--- src/rtl/dispense_ctrl_if.sv ---
//------------------------------------------------------------------------------
// dispense_ctrl_if
// Bundles the request, sensor, actuator and status signals exchanged between
// the upstream vending logic / machine hardware (master side) and the
// dispense controller (slave side).
//
// Signals:
//   deliver_tea     master->slave  tea dispense request (level)
//   deliver_coffee  master->slave  coffee dispense request (level)
//   change          master->slave  return-one-coin request, qualified by a deliver
//   cup_sensor      master->slave  drop sensor, high when an item has landed
//   fault_clr       master->slave  operator fault clear
//   motor_tea       slave->master  tea motor drive
//   motor_coffee    slave->master  coffee motor drive
//   coin_return     slave->master  single-cycle coin-return pulse
//   busy            slave->master  controller is not idle
//   fault           slave->master  controller is in the fault state
//   tea_served      slave->master  successful tea dispenses (8 bit, saturating)
//   coffee_served   slave->master  successful coffee dispenses (8 bit, saturating)
//------------------------------------------------------------------------------
interface dispense_ctrl_if;
    logic       deliver_tea;
    logic       deliver_coffee;
    logic       change;
    logic       cup_sensor;
    logic       fault_clr;
    logic       motor_tea;
    logic       motor_coffee;
    logic       coin_return;
    logic       busy;
    logic       fault;
    logic [7:0] tea_served;
    logic [7:0] coffee_served;

    modport master (
        output deliver_tea, deliver_coffee, change, cup_sensor, fault_clr,
        input  motor_tea, motor_coffee, coin_return, busy, fault,
               tea_served, coffee_served
    );

    modport slave (
        input  deliver_tea, deliver_coffee, change, cup_sensor, fault_clr,
        output motor_tea, motor_coffee, coin_return, busy, fault,
               tea_served, coffee_served
    );
endinterface

--- src/rtl/dispense_ctrl.sv ---
//------------------------------------------------------------------------------
// dispense_ctrl
// Drink dispense sequencer. Accepts a tea or coffee request while idle, drives
// the matching motor for MOTOR_CYCLES cycles, waits up to TIMEOUT_CYCLES cycles
// for the drop sensor, optionally pulses a coin return, and latches a fault
// when the item never lands. All outputs apart from the counters are Moore
// decodes of the registered state.
//
// Parameters:
//   MOTOR_CYCLES    motor drive length per dispense (1..255)
//   TIMEOUT_CYCLES  drop-confirmation wait limit (1..255)
//
// Ports:
//   clk   rising-edge clock
//   rst   synchronous, active-low reset
//   bus   dispense_ctrl_if.slave (requests/sensor in, motors/status out)
//
// Configuration:
//   DISPENSE_STATS_EN  when defined, tea_served/coffee_served count confirmed
//                      dispenses and saturate at 255; when undefined the
//                      counter registers are absent and both outputs are 0.
//------------------------------------------------------------------------------
module dispense_ctrl #(
    parameter int unsigned MOTOR_CYCLES   = 8,
    parameter int unsigned TIMEOUT_CYCLES = 32
) (
    input  logic           clk,
    input  logic           rst,
    dispense_ctrl_if.slave bus
);

    typedef enum logic [2:0] {
        IDLE,
        RUN_TEA,
        RUN_COFFEE,
        WAIT_DROP,
        COIN,
        FAULT
    } state_t;

    // Timer runs 0..N-1, so the terminal value is N-1.
    localparam logic [7:0] MOTOR_LAST   = 8'(MOTOR_CYCLES - 1);
    localparam logic [7:0] TIMEOUT_LAST = 8'(TIMEOUT_CYCLES - 1);

    state_t     state;
    logic [7:0] timer;
    logic       change_pending;

    always_ff @(posedge clk) begin
        if (!rst) begin
            state          <= IDLE;
            timer          <= '0;
            change_pending <= 1'b0;
        end else begin
            case (state)
                IDLE: begin
                    timer <= '0;
                    // Tea has priority; change is only meaningful with a request.
                    if (bus.deliver_tea) begin
                        state          <= RUN_TEA;
                        change_pending <= bus.change;
                    end else if (bus.deliver_coffee) begin
                        state          <= RUN_COFFEE;
                        change_pending <= bus.change;
                    end
                end

                RUN_TEA, RUN_COFFEE: begin
                    if (timer == MOTOR_LAST) begin
                        state <= WAIT_DROP;
                        timer <= '0;
                    end else begin
                        timer <= timer + 8'd1;
                    end
                end

                WAIT_DROP: begin
                    if (bus.cup_sensor) begin
                        state          <= change_pending ? COIN : IDLE;
                        change_pending <= 1'b0;
                        timer          <= '0;
                    end else if (timer == TIMEOUT_LAST) begin
                        // The item never landed: no count, no refund.
                        state          <= FAULT;
                        change_pending <= 1'b0;
                        timer          <= '0;
                    end else begin
                        timer <= timer + 8'd1;
                    end
                end

                COIN: begin
                    state <= IDLE;
                end

                FAULT: begin
                    if (bus.fault_clr) begin
                        state <= IDLE;
                    end
                end

                default: begin
                    state          <= IDLE;
                    timer          <= '0;
                    change_pending <= 1'b0;
                end
            endcase
        end
    end

    assign bus.motor_tea    = (state == RUN_TEA);
    assign bus.motor_coffee = (state == RUN_COFFEE);
    assign bus.coin_return  = (state == COIN);
    assign bus.busy         = (state != IDLE);
    assign bus.fault        = (state == FAULT);

`ifdef DISPENSE_STATS_EN
    function automatic logic [7:0] sat_inc(input logic [7:0] v);
        return (v == 8'hFF) ? v : v + 8'd1;
    endfunction

    logic [7:0] tea_cnt;
    logic [7:0] coffee_cnt;
    logic       item_coffee;

    always_ff @(posedge clk) begin
        if (!rst) begin
            tea_cnt     <= '0;
            coffee_cnt  <= '0;
            item_coffee <= 1'b0;
        end else begin
            // Remember the product on the accept edge; outside an accept the
            // value is overwritten before it is ever used.
            if (state == IDLE) begin
                item_coffee <= !bus.deliver_tea;
            end
            if (state == WAIT_DROP && bus.cup_sensor) begin
                if (item_coffee) begin
                    coffee_cnt <= sat_inc(coffee_cnt);
                end else begin
                    tea_cnt <= sat_inc(tea_cnt);
                end
            end
        end
    end

    assign bus.tea_served    = tea_cnt;
    assign bus.coffee_served = coffee_cnt;
`else
    assign bus.tea_served    = 8'd0;
    assign bus.coffee_served = 8'd0;
`endif

endmodule

--- src/flat_wrapper.sv ---
// flat-port wrapper written by rule: the top's interface ports become plain ports
module dispense_ctrl_flat 
#(
    parameter int unsigned MOTOR_CYCLES   = 8,
    parameter int unsigned TIMEOUT_CYCLES = 32
)
  (clk, rst, bus_deliver_tea, bus_deliver_coffee, bus_change, bus_cup_sensor, bus_fault_clr, bus_motor_tea, bus_motor_coffee, bus_coin_return, bus_busy, bus_fault, bus_tea_served, bus_coffee_served);
  dispense_ctrl_if bus_i ();
  input  logic clk;
  input  logic rst;
  input wire logic [$bits(bus_i.deliver_tea)-1:0] bus_deliver_tea;
  input wire logic [$bits(bus_i.deliver_coffee)-1:0] bus_deliver_coffee;
  input wire logic [$bits(bus_i.change)-1:0] bus_change;
  input wire logic [$bits(bus_i.cup_sensor)-1:0] bus_cup_sensor;
  input wire logic [$bits(bus_i.fault_clr)-1:0] bus_fault_clr;
  output wire logic [$bits(bus_i.motor_tea)-1:0] bus_motor_tea;
  output wire logic [$bits(bus_i.motor_coffee)-1:0] bus_motor_coffee;
  output wire logic [$bits(bus_i.coin_return)-1:0] bus_coin_return;
  output wire logic [$bits(bus_i.busy)-1:0] bus_busy;
  output wire logic [$bits(bus_i.fault)-1:0] bus_fault;
  output wire logic [$bits(bus_i.tea_served)-1:0] bus_tea_served;
  output wire logic [$bits(bus_i.coffee_served)-1:0] bus_coffee_served;
  assign bus_i.deliver_tea = bus_deliver_tea;
  assign bus_i.deliver_coffee = bus_deliver_coffee;
  assign bus_i.change = bus_change;
  assign bus_i.cup_sensor = bus_cup_sensor;
  assign bus_i.fault_clr = bus_fault_clr;
  assign bus_motor_tea = bus_i.motor_tea;
  assign bus_motor_coffee = bus_i.motor_coffee;
  assign bus_coin_return = bus_i.coin_return;
  assign bus_busy = bus_i.busy;
  assign bus_fault = bus_i.fault;
  assign bus_tea_served = bus_i.tea_served;
  assign bus_coffee_served = bus_i.coffee_served;
  dispense_ctrl #(.MOTOR_CYCLES(MOTOR_CYCLES), .TIMEOUT_CYCLES(TIMEOUT_CYCLES)) u_core (.clk(clk), .rst(rst), .bus(bus_i));
endmodule
--- config.mk ---
export PLATFORM = sky130hd
export DESIGN_NAME = dispense_ctrl_flat
export DESIGN_NICKNAME = d
export VERILOG_FILES = /design/src/rtl/dispense_ctrl_if.sv /design/src/rtl/dispense_ctrl.sv /design/src/flat_wrapper.sv
export SDC_FILE = /design/constraint.sdc
export NUM_CORES = 1
export LEC_CHECK = 0
export ABC_AREA = 0
export CAP_MARGIN = 40
export CORE_MARGIN = 2
export CORE_UTILIZATION = 62
export DETAILED_ROUTE_END_ITERATION = 12
export DONT_BUFFER_PORTS = 1
export GPL_TIMING_DRIVEN = 0
export PLACE_DENSITY = 0.78
export SLEW_MARGIN = 10
export SYNTH_ARGS = -nofsm -noshare
export SYNTH_HDL_FRONTEND = slang
export SYNTH_SLANG_ARGS = --single-unit
--- constraint.sdc ---
create_clock -name clk -period 3.31 [get_ports clk]
set_input_delay 0.993 -clock clk [delete_from_list [all_inputs] [get_ports clk]]
set_output_delay 0.993 -clock clk [all_outputs]
set_load 0.02 [all_outputs]
==> out/results.tsv, run 1 <==
stage	metric	value	unit
synth	Yosys reg bits	12	
clocking	# hold bufs at CTS	0	
clocking	clk buf depth	2	
place	DP Worst Slack	0.9560	ns
synth	Yosys warning total	0	
clocking	clock slew at reported path FFs	0.07	ns
routing	first drt pass iteration count	4	
worst_setup_path	CP required	2.32	ns
global_routing	initial antenna violation count	0	
place	Post-DP HPWL	1348	µm
clocking	htree depth	1	
layout	Non-Filler Instances	142	
worst_setup_path	reg2reg setup slack	1.54	ns
timing	setup tns final	0	ns
place	Inst Count DP	138	
worst_hold_path	Hold EP	u_core.change_pending	
floorplan	Core ar.	1301	µm²
timing	crit share post-route	80.67	%
timing	RSZ-0062 raised after global routing	no	
floorplan	Site Rows	13	
worst_setup_path	Critical Path End Type	primary output	
synth	Cell variety after synth	40	
timing	final setup fails	0	
worst_hold_path	WHS Path Cells	2	
pwr	overall power	0.5701	mW
layout	Final Cell Area	980.9	µm²
synth	Post-Synthesis Cells	108	
floorplan	IO Pins	28	
pwr	maximum VDD drop	368.6	µV
timing	Period minus WS final	2.670	ns
synth	number of synthesized flops with an enable pin	0	
layout	leading cell types in the layout, fill and taps excluded	buf_4, conb_1, dfxtp_1	
synth	register area share after synthesis	27.63	%
timing	Final Skew	0.001883	ns
worst_hold_path	min-delay src	u_core.change_pending	
worst_setup_path	crit-path max FO	10	
layout	most common cell after layout, fill and taps aside	buf_4	
timing	PnR worst setup slack	0.6397	ns
worst_setup_path	worst-path cell chain	clkbuf_1 -> nor3b_1	
timing	Final Slew Violations	0	
global_routing	GRT overflow	0	
synth	Async SR Flop Fraction	0	%
timing	final hold violations	0	
worst_setup_path	slowest CP cell	nor3b_1	
routing	Detailed Route Iter0 Violations	13	
layout	share of cells above drive strength 1	23.62	%
synth	Syn Area/Cell	8.052	µm²
synth	Synth Flop Type	dfxtp_1	
worst_setup_path	Worst path depth	2	
place	GP Congestion	0.8227	
place	port bufs	0	
clocking	Clock Root Buffer	clkbuf_4	
worst_setup_path	crit-path leading delay family	simple AND/OR/NAND/NOR gates	
worst_setup_path	FF-to-FF End	u_core.timer[5]	
run	max cap viols	0	
timing	max_slew headroom	53.99	%
routing	Routed WL	1676	µm
floorplan	Die Span Y	41.45	µm
worst_setup_path	cell count of the worst reg-to-reg path	6	
worst_setup_path	worst setup path class	reg2out	
routing	routed vias	763	
worst_setup_path	startpoint types	flip-flop	
global_routing	largest net degree at the start of global routing	11	
synth	Mapped Area	869.6	µm²
clocking	TritonCTS Sinks	12	
synth	biggest area consumer among synthesized cells	dfxtp_1	
routing	drc violations	0	
global_routing	vias in the first global route	641	
clocking	CTS tree	done	
clocking	clk_lat worst skew	0.27	ns
pwr	Pleak	0.4368	nW
layout	antenna cells	0	
floorplan	Initial Utilization	66.83	%
clocking	Post-CTS Resized	0	
worst_setup_path	Worst R2R Start	u_core.timer[0]	
worst_setup_path	CP Data Arrival Time	1.68	ns
global_routing	first-pass GRT wire length	2849	µm
global_routing	aggregate global-route resource usage	20.80	%
place	placed cell areas	944.7	µm²
run_status	status	complete, no violations	
routing	vias per cell	5.373	
routing	wire per inst	11.80	µm
floorplan	die area	1718	µm²
routing	Routed Antenna Nets	0	
layout	Area Overhead vs Synth	12.81	%
synth	share of the synthesized area in the top cell type	27.63	%
timing	fmax	0.3745	GHz
timing	Worst-Margin Slew	0.6887	ns
pwr	PwrDens	581.2	nW/µm²
clocking	post-CTS setup repair buffer count	0	
synth	top cells by area, synth	dfxtp_1, buf_4, o21ai_0	
worst_hold_path	worst min path class	reg2reg	
clocking	TritonCTS Buffers	3	
layout	Nets	136	
worst_setup_path	WP buf/inv	1	
floorplan	Die Wd	41.45	µm
worst_setup_path	slowest stage delay, CP	0.63	ns
-- stage by stage --
stage          hold WS, ns  utilization [%]
3_5_place_dp        0.4676            72.60
6_report            0.4755            75.38
2_1_floorplan       0.4383                -
5_1_grt             0.5108            75.38
3_3_place_gp        0.4618            72.60
4_1_cts             0.4789            75.38
-- routing by layer --
metal / global-route usage (%) / share of wire, % / up-vias
li1: - / - / 388
met1: 25.88 / 41 / 335
met2: 34.06 / 48 / 38
met3: 7.391 / 11 / 2
met4: 5.161 / 0.60 / 0
met5: 0 / 0 / -
-- report_power, final --
part / internal (mW) / switching (mW)
Clock: 0.0669 / 0.0468
Combinational: 0.0983 / 0.165
Sequential: 0.169 / 0.0241
Total: 0.334 / 0.236
-- worst reg2reg max path, delay by kind of cell (launching register included) --
kind,cells,cell delay (ns)
flops,1,0.39
simple gates,2,0.38
compound gates,3,0.68
fa+ha+maj,1,0.23
-- cells in the mapped netlist, types with 2 or more instances --
library cell / instances
buf_4: 17
dfxtp_1: 12
nand2_1: 10
nor2_1: 8
o21ai_0: 8
a21oi_1: 5
nand3b_1: 3
nor3_1: 3
a21o_1: 2
and3_1: 2
buf_2: 2
mux2i_1: 2
nand2b_1: 2
nand3_1: 2
nor2b_1: 2
nor3b_1: 2
or3_1: 2
xnor2_1: 2
-- cell type report --
class | count | area (µm²)
Inverter | 1 | 3.754
Clock buffer | 4 | 36.28
Tap cell | 15 | 18.77
Sequential cell | 12 | 240.2
Buffer | 20 | 141.4
Fill cell | 113 | 320.3
Multi-Input combinational cell | 90 | 540.5
-- sequential cells by signal, indices dropped and copies added, names as in the netlist --
register / flops
u_core.change_pending: 1
u_core.timer: 8
u_core.state: 3
-- worst max-delay path by stage --
stage / startpoint / endpoint / slack, ns
floorplan: u_core.state[0] / bus_motor_tea / 1.11
global placement: u_core.state[0] / bus_motor_tea / 0.99
detailed placement: u_core.state[0] / bus_motor_tea / 0.96
CTS: u_core.state[0] / bus_motor_tea / 0.65
global route: u_core.state[0] / bus_motor_tea / 0.58
finish: u_core.state[0] / bus_motor_tea / 0.64
-- cells by family after synthesis --
| family | synth area share (%) |
|---|---|
| adder cells (fa/ha/maj) | 1.439 |
| flip-flops | 27.63 |
| buffers and inverters | 16.69 |
| AND/OR/NAND/NOR | 30.94 |
| other | 0.4312 |
| AO/OA/AOI/OAI | 17.55 |
| XOR/XNOR | 3.022 |
| multiplexers | 2.302 |
Power figures use the tool's default switching activity.
==> run 2: changes to the inputs <==
- CORE_UTILIZATION: 62 -> 54
- PLACE_DENSITY: 0.78 -> 0.72
- clock period: 3.31 -> 2.2 ns (I/O delays scaled with it)
==> run 2 against run 1 <==
Against the previous run:
- worst setup slack worse by 0.56 ns
- critical endpoint unchanged
- highest routed layer unchanged
- clock-buffer cell count unchanged
- total power up 54%
- hold slack better by 0.0014 ns
- routed wire length up 2.9%
==> out/results.tsv, run 2 (synthesis results as in run 1) <==
stage	metric	value	unit
run_status	status	complete, no violations	
worst_setup_path	Critical Path End Type	primary output	
clocking	TritonCTS Buffers	3	
worst_hold_path	min-delay src	u_core.change_pending	
global_routing	GRT overflow	0	
place	DP Worst Slack	0.1968	ns
timing	fmax	0.4710	GHz
floorplan	Die Wd	44.13	µm
place	GP Congestion	0.7839	
clocking	TritonCTS Sinks	12	
layout	leading cell types in the layout, fill and taps excluded	buf_4, conb_1, dfxtp_1	
clocking	CTS tree	done	
floorplan	Initial Utilization	57.72	%
worst_hold_path	worst min path class	reg2reg	
worst_setup_path	Critical Path Start	u_core.state[0]	
pwr	sw frac	41.97	%
worst_setup_path	cell count of the worst reg-to-reg path	6	
layout	Reg with most FFs	u_core.timer	
timing	crit share post-route	96.50	%
routing	first drt pass iteration count	4	
clocking	clk_lat worst skew	0.28	ns
floorplan	Core ar.	1506	µm²
pwr	clock group share of total power	20.3	%
routing	Routed WL	1724	µm
place	Post-DP HPWL	1318	µm
global_routing	aggregate global-route resource usage	19.51	%
pwr	power share of the combinational group	46.4	%
timing	RSZ-0062 raised after global routing	no	
timing	Hold Slack	0.4769	ns
floorplan	IO Pins	28	
global_routing	largest net degree at the start of global routing	11	
layout	share of cells above drive strength 1	25.20	%
clocking	Clock Root Buffer	clkbuf_4	
worst_setup_path	CP required	1.54	ns
layout	Nets	136	
pwr	Pleak	0.4394	nW
layout	max reg flops	8	
place	port bufs	0	
timing	setup tns final	0	ns
pwr	Seq pwr share	33.3	%
floorplan	Die Span Y	44.13	µm
pwr	maximum VDD drop	523.0	µV
worst_setup_path	CP Data Arrival Time	1.46	ns
routing	drc violations	0	
run	max cap viols	0	
layout	multi-input logic area	554.3	µm²
worst_hold_path	WHS Path Cells	2	
layout	antenna cells	0	
timing	Final Slew Violations	0	
timing	final hold violations	0	
routing	vias per cell	5.266	
worst_setup_path	Worst R2R Start	u_core.timer[0]	
timing	PnR worst setup slack	0.07701	ns
timing	Period minus WS final	2.123	ns
global_routing	first-pass GRT wire length	2835	µm
floorplan	die area	1947	µm²
layout	Area Overhead vs Synth	14.53	%
clocking	clk buf depth	2	
global_routing	initial antenna violation count	0	
timing	Final Skew	0.01181	ns
layout	most common cell after layout, fill and taps aside	buf_4	
routing	routed vias	753	
worst_setup_path	crit-path max FO	10	
clocking	htree depth	1	
timing	final setup fails	0	
routing	Routed Antenna Nets	0	
routing	wire per inst	12.06	µm
worst_setup_path	startpoint types	flip-flop	
layout	fillers	131	
pwr	PwrDens	882.0	nW/µm²
pwr	Sw Pwr	0.3687	mW
floorplan	Site Rows	14	
layout	sequential cell area	240.2	µm²
routing	Detailed Route Iter0 Violations	12	
global_routing	vias in the first global route	675	
pwr	Pint	0.5097	mW
clocking	clock slew at reported path FFs	0.08	ns
worst_setup_path	worst setup path class	reg2out	
layout	largest registers	u_core.timer x8, u_core.state x3, u_core.change_pending x1	
[run 2: layout make-up]
type / instances / area share [%]
well taps: 16 / 2.010
clock buffers: 4 / 3.643
multi-input cells: 90 / 55.65
inverters: 1 / 0.3769
plain buffers: 20 / 14.20
flip-flops and latches: 12 / 24.12
[run 2: per-stage QoR]
stage / utilization, % / instances / instance area, µm² / total power [mW]
after CTS: 65.53 / 143 / 987.2 / 0.8629
after detailed placement: 62.79 / 139 / 945.9 / 0.6805
after floorplan: - / 123 / 925.9 / 0.6251
final: 66.11 / 143 / 996.0 / 0.8784
after global routing: 66.11 / 143 / 996.0 / 0.9432
after global placement: 62.79 / 139 / 945.9 / 0.6759
[run 2: worst paths after layout]
path / to / slack (ns)
max: bus_motor_tea / 0.08
min: u_core.change_pending / 0.48
max reg2reg: u_core.timer[5] / 0.43
min reg2reg: u_core.change_pending / 0.48
[run 2: layer usage]
layer,global-route usage [%],routed length (µm)
met5,0,0
met2,32.35,816
met3,8.163,127
met4,7.273,15
met1,22.31,764
[run 2: power by group through the flow]
stage | registers [mW] | clock network [mW] | logic (mW)
final | 0.293 | 0.178 | 0.408
after global routing | 0.299 | 0.193 | 0.451
after CTS | 0.291 | 0.180 | 0.391
after detailed placement | 0.297 | 0 | 0.384
after global placement | 0.295 | 0 | 0.381
after floorplan | 0.287 | 0 | 0.339
[run 2: timing repair]
| action | 4_1_cts | 5_1_grt |
|---|---|---|
| gates cloned | 0 | 0 |
| endpoints found under the setup margin | 1 | 2 |
| resized for setup | 1 | 2 |
| buffers inserted | 0 | 0 |
| hold buffers | 0 | 0 |
[run 2: worst max-delay path: stages (launching register included)]
cell	delay, ns
dfxtp_1	0.44
clkbuf_1	0.35
nor3b_4	0.38
